File: src/rtl/mem_port_arbiter_pkg.sv
// Shared types for the unified memory-port arbiter: FSM state encoding and default bus widths.
package riscv_mem_pkg;

  localparam int ADDR_W_DEF = 32;
  localparam int DATA_W_DEF = 32;

  typedef enum logic [2:0] {
    IDLE    = 3'd0,
    GRANT_I = 3'd1,
    GRANT_D = 3'd2,
    RESP_I  = 3'd3,
    RESP_D  = 3'd4
  } arb_state_t;

  typedef struct packed {
    logic                    we;
    logic [ADDR_W_DEF-1:0]   addr;
    logic [DATA_W_DEF/8-1:0] wstrb;
    logic [DATA_W_DEF-1:0]   wdata;
  } mem_req_t;

endpackage

File: src/rtl/mem_port_arbiter_if.sv
// Fetch, data and backing-memory handshakes; slave = arbiter view, master = core/memory view.
interface mem_port_arbiter_if #(
  parameter int ADDR_W = riscv_mem_pkg::ADDR_W_DEF,
  parameter int DATA_W = riscv_mem_pkg::DATA_W_DEF
);
  logic                  if_req;
  logic [ADDR_W-1:0]     if_addr;
  logic                  if_flush;
  logic                  if_ack;
  logic [DATA_W-1:0]     if_rdata;

  logic                  dm_req;
  logic                  dm_we;
  logic [ADDR_W-1:0]     dm_addr;
  logic [DATA_W/8-1:0]   dm_wstrb;
  logic [DATA_W-1:0]     dm_wdata;
  logic                  dm_ack;
  logic [DATA_W-1:0]     dm_rdata;

  logic                  mem_req;
  logic                  mem_we;
  logic [ADDR_W-1:0]     mem_addr;
  logic [DATA_W/8-1:0]   mem_wstrb;
  logic [DATA_W-1:0]     mem_wdata;
  logic                  mem_ack;
  logic [DATA_W-1:0]     mem_rdata;

  modport slave (
    input  if_req, if_addr, if_flush, dm_req, dm_we, dm_addr, dm_wstrb, dm_wdata,
    input  mem_ack, mem_rdata,
    output if_ack, if_rdata, dm_ack, dm_rdata,
    output mem_req, mem_we, mem_addr, mem_wstrb, mem_wdata
  );

  modport master (
    output if_req, if_addr, if_flush, dm_req, dm_we, dm_addr, dm_wstrb, dm_wdata,
    output mem_ack, mem_rdata,
    input  if_ack, if_rdata, dm_ack, dm_rdata,
    input  mem_req, mem_we, mem_addr, mem_wstrb, mem_wdata
  );
endinterface

File: src/rtl/mem_port_arbiter.sv
// Arbitrates fetch and load/store onto one memory port; data wins unless fetch lost STARVE_LIMIT times.
// Ack two cycles after grant at best; requesters wait on ack. ARB_PERF_EN enables perf counters.
module mem_port_arbiter
  import riscv_mem_pkg::*;
#(
  parameter int ADDR_W       = ADDR_W_DEF,
  parameter int DATA_W       = DATA_W_DEF,
  parameter int STARVE_LIMIT = 4,
  parameter int CNT_W        = 32
) (
  input  logic             clk,
  input  logic             rst,
  mem_port_arbiter_if.slave bus,
  output logic [CNT_W-1:0] perf_conflict_o,
  output logic [CNT_W-1:0] perf_if_wait_o
);

  localparam int STV_W = $clog2(STARVE_LIMIT + 1);

  typedef struct packed {
    logic                we;
    logic [ADDR_W-1:0]   addr;
    logic [DATA_W/8-1:0] wstrb;
    logic [DATA_W-1:0]   wdata;
  } req_t;

  arb_state_t        state_q, state_d;
  logic [STV_W-1:0]  starve_q, starve_d;
  req_t              req_q, req_d;
  logic              mem_req_q, mem_req_d;
  logic [DATA_W-1:0] rdata_q, rdata_d;
  logic              flush_q, flush_d;

  always_comb begin
    state_d   = state_q;
    starve_d  = starve_q;
    req_d     = req_q;
    mem_req_d = mem_req_q;
    rdata_d   = rdata_q;
    flush_d   = flush_q;
    case (state_q)
      IDLE: begin
        flush_d = 1'b0;
        if (bus.dm_req && ((starve_q < STV_W'(STARVE_LIMIT)) || !bus.if_req)) begin
          state_d     = GRANT_D;
          mem_req_d   = 1'b1;
          req_d.we    = bus.dm_we;
          req_d.addr  = bus.dm_addr;
          req_d.wstrb = bus.dm_wstrb;
          req_d.wdata = bus.dm_wdata;
          // Only reachable with if_req high while below the limit, so this never wraps.
          starve_d    = bus.if_req ? starve_q + STV_W'(1) : '0;
        end else if (bus.if_req) begin
          state_d     = GRANT_I;
          mem_req_d   = 1'b1;
          req_d.we    = 1'b0;
          req_d.addr  = {bus.if_addr[ADDR_W-1:2], 2'b00};
          req_d.wstrb = '0;
          req_d.wdata = '0;
          starve_d    = '0;
        end else begin
          starve_d    = '0;
        end
      end
      GRANT_I, GRANT_D: begin
        if (state_q == GRANT_I && bus.if_flush) flush_d = 1'b1;
        if (bus.mem_ack) begin
          mem_req_d = 1'b0;
          rdata_d   = (state_q == GRANT_D && req_q.we) ? '0 : bus.mem_rdata;
          state_d   = (state_q == GRANT_I) ? RESP_I : RESP_D;
        end
      end
      RESP_I, RESP_D: state_d = IDLE;
      default:        state_d = IDLE;
    endcase
  end

  always_ff @(posedge clk) begin
    if (rst) begin
      state_q   <= IDLE;
      starve_q  <= '0;
      req_q     <= '0;
      mem_req_q <= 1'b0;
      rdata_q   <= '0;
      flush_q   <= 1'b0;
    end else begin
      state_q   <= state_d;
      starve_q  <= starve_d;
      req_q     <= req_d;
      mem_req_q <= mem_req_d;
      rdata_q   <= rdata_d;
      flush_q   <= flush_d;
    end
  end

  // A flush arriving in the response cycle itself must also kill the ack.
  assign bus.if_ack    = (state_q == RESP_I) && !flush_q && !bus.if_flush;
  assign bus.dm_ack    = (state_q == RESP_D);
  assign bus.if_rdata  = rdata_q;
  assign bus.dm_rdata  = rdata_q;
  assign bus.mem_req   = mem_req_q;
  assign bus.mem_we    = req_q.we;
  assign bus.mem_addr  = req_q.addr;
  assign bus.mem_wstrb = req_q.wstrb;
  assign bus.mem_wdata = req_q.wdata;

`ifdef ARB_PERF_EN
  logic [CNT_W-1:0] conflict_q, if_wait_q;

  always_ff @(posedge clk) begin
    if (rst) begin
      conflict_q <= '0;
      if_wait_q  <= '0;
    end else begin
      if (state_q == IDLE && bus.dm_req && bus.if_req && !(&conflict_q))
        conflict_q <= conflict_q + CNT_W'(1);
      if (bus.if_req && !bus.if_ack && !(&if_wait_q))
        if_wait_q <= if_wait_q + CNT_W'(1);
    end
  end

  assign perf_conflict_o = conflict_q;
  assign perf_if_wait_o  = if_wait_q;
`else
  assign perf_conflict_o = '0;
  assign perf_if_wait_o  = '0;
`endif

endmodule

File: src/flat_wrapper.sv
// flat-port wrapper written by rule: the top's interface ports become plain ports
module mem_port_arbiter_flat import riscv_mem_pkg::*;
#(
  parameter int ADDR_W       = ADDR_W_DEF,
  parameter int DATA_W       = DATA_W_DEF,
  parameter int STARVE_LIMIT = 4,
  parameter int CNT_W        = 32
)
  (clk, rst, perf_conflict_o, perf_if_wait_o, bus_if_req, bus_if_addr, bus_if_flush, bus_dm_req, bus_dm_we, bus_dm_addr, bus_dm_wstrb, bus_dm_wdata, bus_mem_ack, bus_mem_rdata, bus_if_ack, bus_if_rdata, bus_dm_ack, bus_dm_rdata, bus_mem_req, bus_mem_we, bus_mem_addr, bus_mem_wstrb, bus_mem_wdata);
  mem_port_arbiter_if #(.ADDR_W(ADDR_W), .DATA_W(DATA_W)) bus_i ();
  input  logic clk;
  input  logic rst;
  output logic [CNT_W-1:0] perf_conflict_o;
  output logic [CNT_W-1:0] perf_if_wait_o;
  input wire logic [$bits(bus_i.if_req)-1:0] bus_if_req;
  input wire logic [$bits(bus_i.if_addr)-1:0] bus_if_addr;
  input wire logic [$bits(bus_i.if_flush)-1:0] bus_if_flush;
  input wire logic [$bits(bus_i.dm_req)-1:0] bus_dm_req;
  input wire logic [$bits(bus_i.dm_we)-1:0] bus_dm_we;
  input wire logic [$bits(bus_i.dm_addr)-1:0] bus_dm_addr;
  input wire logic [$bits(bus_i.dm_wstrb)-1:0] bus_dm_wstrb;
  input wire logic [$bits(bus_i.dm_wdata)-1:0] bus_dm_wdata;
  input wire logic [$bits(bus_i.mem_ack)-1:0] bus_mem_ack;
  input wire logic [$bits(bus_i.mem_rdata)-1:0] bus_mem_rdata;
  output wire logic [$bits(bus_i.if_ack)-1:0] bus_if_ack;
  output wire logic [$bits(bus_i.if_rdata)-1:0] bus_if_rdata;
  output wire logic [$bits(bus_i.dm_ack)-1:0] bus_dm_ack;
  output wire logic [$bits(bus_i.dm_rdata)-1:0] bus_dm_rdata;
  output wire logic [$bits(bus_i.mem_req)-1:0] bus_mem_req;
  output wire logic [$bits(bus_i.mem_we)-1:0] bus_mem_we;
  output wire logic [$bits(bus_i.mem_addr)-1:0] bus_mem_addr;
  output wire logic [$bits(bus_i.mem_wstrb)-1:0] bus_mem_wstrb;
  output wire logic [$bits(bus_i.mem_wdata)-1:0] bus_mem_wdata;
  assign bus_i.if_req = bus_if_req;
  assign bus_i.if_addr = bus_if_addr;
  assign bus_i.if_flush = bus_if_flush;
  assign bus_i.dm_req = bus_dm_req;
  assign bus_i.dm_we = bus_dm_we;
  assign bus_i.dm_addr = bus_dm_addr;
  assign bus_i.dm_wstrb = bus_dm_wstrb;
  assign bus_i.dm_wdata = bus_dm_wdata;
  assign bus_i.mem_ack = bus_mem_ack;
  assign bus_i.mem_rdata = bus_mem_rdata;
  assign bus_if_ack = bus_i.if_ack;
  assign bus_if_rdata = bus_i.if_rdata;
  assign bus_dm_ack = bus_i.dm_ack;
  assign bus_dm_rdata = bus_i.dm_rdata;
  assign bus_mem_req = bus_i.mem_req;
  assign bus_mem_we = bus_i.mem_we;
  assign bus_mem_addr = bus_i.mem_addr;
  assign bus_mem_wstrb = bus_i.mem_wstrb;
  assign bus_mem_wdata = bus_i.mem_wdata;
  mem_port_arbiter #(.ADDR_W(ADDR_W), .DATA_W(DATA_W), .STARVE_LIMIT(STARVE_LIMIT), .CNT_W(CNT_W)) u_core (.clk(clk), .rst(rst), .bus(bus_i), .perf_conflict_o(perf_conflict_o), .perf_if_wait_o(perf_if_wait_o));
endmodule
File: config.mk
export PLATFORM = sky130hd
export DESIGN_NAME = mem_port_arbiter_flat
export DESIGN_NICKNAME = d
export VERILOG_FILES = /design/src/rtl/mem_port_arbiter_pkg.sv /design/src/rtl/mem_port_arbiter_if.sv /design/src/rtl/mem_port_arbiter.sv /design/src/flat_wrapper.sv
export SDC_FILE = /design/constraint.sdc
export NUM_CORES = 1
export LEC_CHECK = 0
export CORE_ASPECT_RATIO = 1.1
export CORE_MARGIN = 4
export CORE_UTILIZATION = 32
export CTS_CLUSTER_SIZE = 8
export DETAILED_ROUTE_END_ITERATION = 12
export HOLD_SLACK_MARGIN = 0.15
export PLACE_DENSITY = 0.77
export SKIP_LAST_GASP = 1
export SYNTH_ARGS = -nofsm -noshare
export SYNTH_HDL_FRONTEND = slang
export SYNTH_SLANG_ARGS = --single-unit
File: constraint.sdc
create_clock -name clk -period 1.59 [get_ports clk]
set_clock_uncertainty 0.2 [all_clocks]
set_input_delay 0.318 -clock clk [delete_from_list [all_inputs] [get_ports clk]]
set_output_delay 0.318 -clock clk [all_outputs]
set_load 0.02 [all_outputs]
==> After elaboration in Yosys (flattened, before gate mapping) <==
Index checks and enable logic that the tools add are counted.
{ "totals": {"in_bits": 139, "wordCells": 52, "reg_bits": 109} }
{ "classes": {"mux": 16, "order_cmp": 1, "n_eq_ne": 7, "n_addsub": 1, "n_reduce_logical": 18} }
{ "op_table": {"columns": ["op", "count"], "rows": [
  ["2-to-1 mux 69 bit", 2],
  ["2-to-1 mux 32 bit", 1],
  ["2-to-1 mux 3 bit", 6],
  ["AND reduction 2 bit", 4],
  ["equality test 3 x 2 -> 1 bit (second input constant)", 2],
  ["one-hot mux 3 bit (2 select lines)", 1],
  ["logical AND 1 bit", 5],
  ["2-to-1 mux 1 bit", 4],
  ["one-hot mux 1 bit (2 select lines)", 2],
  ["nonzero test 2 bit", 2],
  ["adder 3 x 1 -> 3 bit (second input constant)", 1],
  ["equality test 3 x 1 -> 1 bit (second input constant)", 1],
  ["equality test 3 bit (second input constant)", 1],
  ["logical NOT 1 bit", 3],
  ["logical NOT 3 bit", 1],
  ["< comparator 3 bit (second input constant)", 1],
  ["inequality test 3 x 2 -> 1 bit (second input constant)", 1],
  ["AND reduction 3 bit", 1],
  ["inequality test 2 x 1 -> 1 bit (second input constant)", 1],
  ["inequality test 2 bit (second input constant)", 1],
  ["OR reduction 2 bit", 1],
  ["logical OR 1 bit", 1]
]} }

==> Logic depth before layout (Yosys ltp) <==
{ "logic_depth": {"ltp_word": 5, "mapped_depth": 7, "ltp_nobuf": 3} }

==> Worst setup path before layout <==
OpenSTA, ideal clock, no wires.
{ "synth_timing": {"kind": "register to register", "start": "reg u_core.state_q[2]", "end": "reg u_core.req_q (netlist bit u_core.bus.mem_addr[10])", "required_ns": 1.263, "arrival_time_ns": 1.439, "path_slack_ns": -0.176, "stages_incl_launch_ff": 7, "path_cell_list": "dfxtp_1 -> buf_6 -> or3_1 -> buf_2 -> buf_2 -> nor4b_1 -> nor4_1"} }
{ "synth_via": {"elab_chain_len": 2} }
{ "synth_lines": {"columns": ["element", "line", "rtl"], "rows": [
  ["start, declared", "mem_port_arbiter.sv:27", "arb_state_t state_q, state_d;"],
  ["start signal, assigned", "mem_port_arbiter.sv:87", "state_q <= state_d;"],
  ["logical NOT 3 bit", "mem_port_arbiter.sv:41", "case (state_q)"],
  ["AND reduction 2 bit (no source line)", null, null],
  ["end signal, assigned", "mem_port_arbiter.sv:89", "req_q <= req_d;"],
  ["end, declared", "mem_port_arbiter.sv:29", "req_t req_q, req_d;"]
]} }
Every way passes these cells.
A chain may end at the register's enable or synchronous reset.

==> Worst setup path in the final report <==
{ "layout_timing": {"start": "reg u_core.state_q[2]", "end": "reg u_core.req_q (netlist bit u_core.bus.mem_wdata[4])"} }
The elaborated chain is that of the path after synthesis.

==> results.cfg <==
[layout]
area_delta_synth_final_pct = 87.8
drive_above_1_share_pct = 32.8
final-instance-count-excl-fill = 994
fin_nets = 933
final_common_cell = clkdlybuf4s50_1
num_antenna_cells = 0
layout_common_cells = clkdlybuf4s50_1 (135), dfxtp_1 (101), a22o_1 (71)

[pwr]
p_leak_nw = 3.91
power.density_nw_per_um2 = 927
ir_worst_vdd_uv = 519
intPower_w = 0.00576
combPwrFrac_pct = 35.4
power_frac_seq_pct = 36.7
p_clk_share_pct = 27.9
switching_share_pct = 33.1
power.switching_w = 0.00284

[floorplan]
die_w_um = 127
coreArea_um2 = 15100
initial_core_util_pct = 32.7
row_count = 47
die_y_um = 138
dieArea_um2 = 17500
ios = 339

[sta]
fmax_mhz = 538
finalHoldViolCount = 0
setup_slack_ns = -0.268
rsz0062_at_grt = true
min_period_ns = 1.86
post-route-period-util_pct = 117
drv_slew = 0
setup_violations = 106

[cts]
clkTransAtPathRegs_ns = 0.08
cts_made_buffers = 9
clk_path_buf_depth = 2
htreeDepth = 3
hold_buffers = 0
clk_latency_ns = 0.35
cts.root.buffer_cell = clkbuf_16
clock_sinks = 109
tritoncts = done

[setup_path]
crit_required_ns = 1.67
worst_path_largest_cell_delay_ns = 0.44
regToRegSetupSlack_ns = -0.27
cp.arrival_ns = 1.94
slowest_stage = or3_4
r2r-end = u_core.bus.mem_wdata[4]
cp_max_fo = 6
start_kind = flop
reg2reg_from = u_core.state_q[2]
crit_path_frequent_cell = buf_6
endpoint_kind = flop
critPathKind = flop to flop
cp_cell_sequence = buf_6 > or3_4 > nor3_4 > buf_6 > buf_12 > buf_16 > a22o_1
r2r_cells = 7

[outcome]
violations = setup timing
status = complete, but fails checks

[synthesis]
ys.warnings.count = 0
synth-edff-count = 0
synth_cell_types = 32
yosys.area.top_type = dfxtp_1
avgSynthCellArea_um2 = 9.64
yosys_register_bits = 109
synthArstFlopShare_pct = 0
netlist_top_cells_area = dfxtp_1 (44%), buf_4 (15%), a22o_1 (13%)
yosysSeqAreaShare_pct = 44.1
synth_top_area_share_pct = 44.1
postSynthCellCount = 513
yosys_most_used_dff = dfxtp_1
netlist_area_um2 = 4940

[place]
dpl.cell_count = 935
gp_congestion = 0.770
io_buffers = 272
dpl.hpwl_um = 12200
dp_slack_ns = -0.564

[global_route]
grt_max_degree = 34
grt_overflow_total = 0
grt_antenna_before_repair = 0
grt_pass1_vias = 5035
grt_use_total_pct = 21.1
grt_pass1_wl_um = 29400

[drt]
wl_per_cell_um = 20.2
wl_met1_um = 7480
met3_length_um = 1530
viasPerCell = 5.02
route.vias.total = 4985
drcViolationCount = 0
routed_wl_um = 20100
initialDrtViolationCount = 263
top_layer = met4
drtPass1Iterations = 4
antenna_left = 0
routed-wl-met2_um = 10600

[worst_hold_path]
hold_class = input port to flop
min_to = u_core.state_q[1]
hp-start = rst
hold-path-cell-count = 4

[run]
cap_violations = 0
[cell families (layout without fill, tap and decap cells)]
kind of cell	Yosys count	after routing	synth area share, %
simple gates	147	147	17.8
buf+inv	142	364	18.9
compound gates	112	112	18.6
flops	109	109	44.1
fa+ha+maj	1	1	0.253
other cells	1	64	0.0759
xor+xnor	1	1	0.177
[worst max-delay path by stage]
stage	startpoint	to	slack (ns)	depth (start not counted)
finish	u_core.state_q[2]	u_core.bus.mem_wdata[4]	-0.27	7
global route	u_core.state_q[2]	u_core.bus.mem_wdata[25]	-0.32	7
CTS	u_core.state_q[2]	u_core.bus.mem_wstrb[1]	-0.25	7
detailed placement	bus_if_flush	bus_if_ack	-0.56	3
global placement	bus_if_flush	bus_if_ack	-0.53	3
floorplan	u_core.state_q[2]	u_core.bus.mem_wdata[10]	-0.12	7
[registers in the layout, summed over array words and instances (netlist names)]
name and flops:
u_core.bus.mem_wdata 32, u_core.state_q 3, u_core.bus.dm_rdata 32, u_core.bus.mem_we 1, u_core.bus.mem_addr 32, u_core.bus.mem_req 1, u_core.starve_q 3, u_core.bus.mem_wstrb 4
u_core.flush_q 1
[metrics by stage]
stage	power, W	area [µm²]	utilization (%)	hold slack (ns)	setup TNS (ns)
finish	0.00860	9280	61.4	0.185	-16.73
global route	0.00893	9280	61.4	0.205	-23.44
detailed placement	0.00558	7800	51.6	0.253	-37.18
CTS	0.00852	9190	60.8	0.159	-18.54
floorplan	0.00452	5380	-	0.236	-4.28
global placement	0.00555	7800	51.6	0.242	-36.53
[power groups by stage]
stage / sequential [W] / clock [W] / combinational (W)
2_1_floorplan: 0.00345 / 0 / 0.00108
3_3_place_gp: 0.00320 / 0 / 0.00235
3_5_place_dp: 0.00320 / 0 / 0.00237
4_1_cts: 0.00314 / 0.00244 / 0.00294
5_1_grt: 0.00319 / 0.00253 / 0.00321
6_report: 0.00316 / 0.00240 / 0.00305
[metal layers]
layer / up-vias / global-route usage [%]
met5: - / 0
met4: 0 / 8.36
met3: 32 / 3.94
met2: 262 / 37.6
met1: 2407 / 24.8
li1: 2284 / -
[critical path, delay by kind of cell, from the launching register on]
family	cells	cell delay, ns
AO/OA/AOI/OAI	1	0.15
buffers and inverters	4	0.48
flip-flops	1	0.33
AND/OR/NAND/NOR	2	0.62
[cell type report]
cell class                 count  area [µm²]
timing repair buffer         347        3690
clock inverter                 7        88.8
tap                          196         245
sequential                   109        2200
clock buffer                   9         225
multi-input combinational    325        2830
inverter                       1        3.75
fill                        1202        5830
[Yosys cell counts, types with 2 or more instances]
| cell | n |
|---|---|
| nor2_1 | 33 |
| nor4_1 | 33 |
| nand2_1 | 6 |
| buf_2 | 16 |
| a22o_1 | 71 |
| buf_4 | 96 |
| dfxtp_1 | 109 |
| nand4_1 | 2 |
| nor3_4 | 2 |
| nor4b_1 | 30 |
| a21oi_1 | 6 |
| clkbuf_1 | 24 |
| buf_6 | 3 |
| buf_1 | 2 |
| nor3_1 | 32 |
| o21bai_1 | 30 |
| nor2b_1 | 2 |
| nand2b_1 | 2 |
[timing repair]
item                                    4_1_cts  5_1_grt
endpoints found under the setup margin      240      210
gates resized for setup                     314      174
buffers inserted                             17       11
cloned                                       22        4
pin swaps                                    30       61
(Power assumes the default switching activity.)
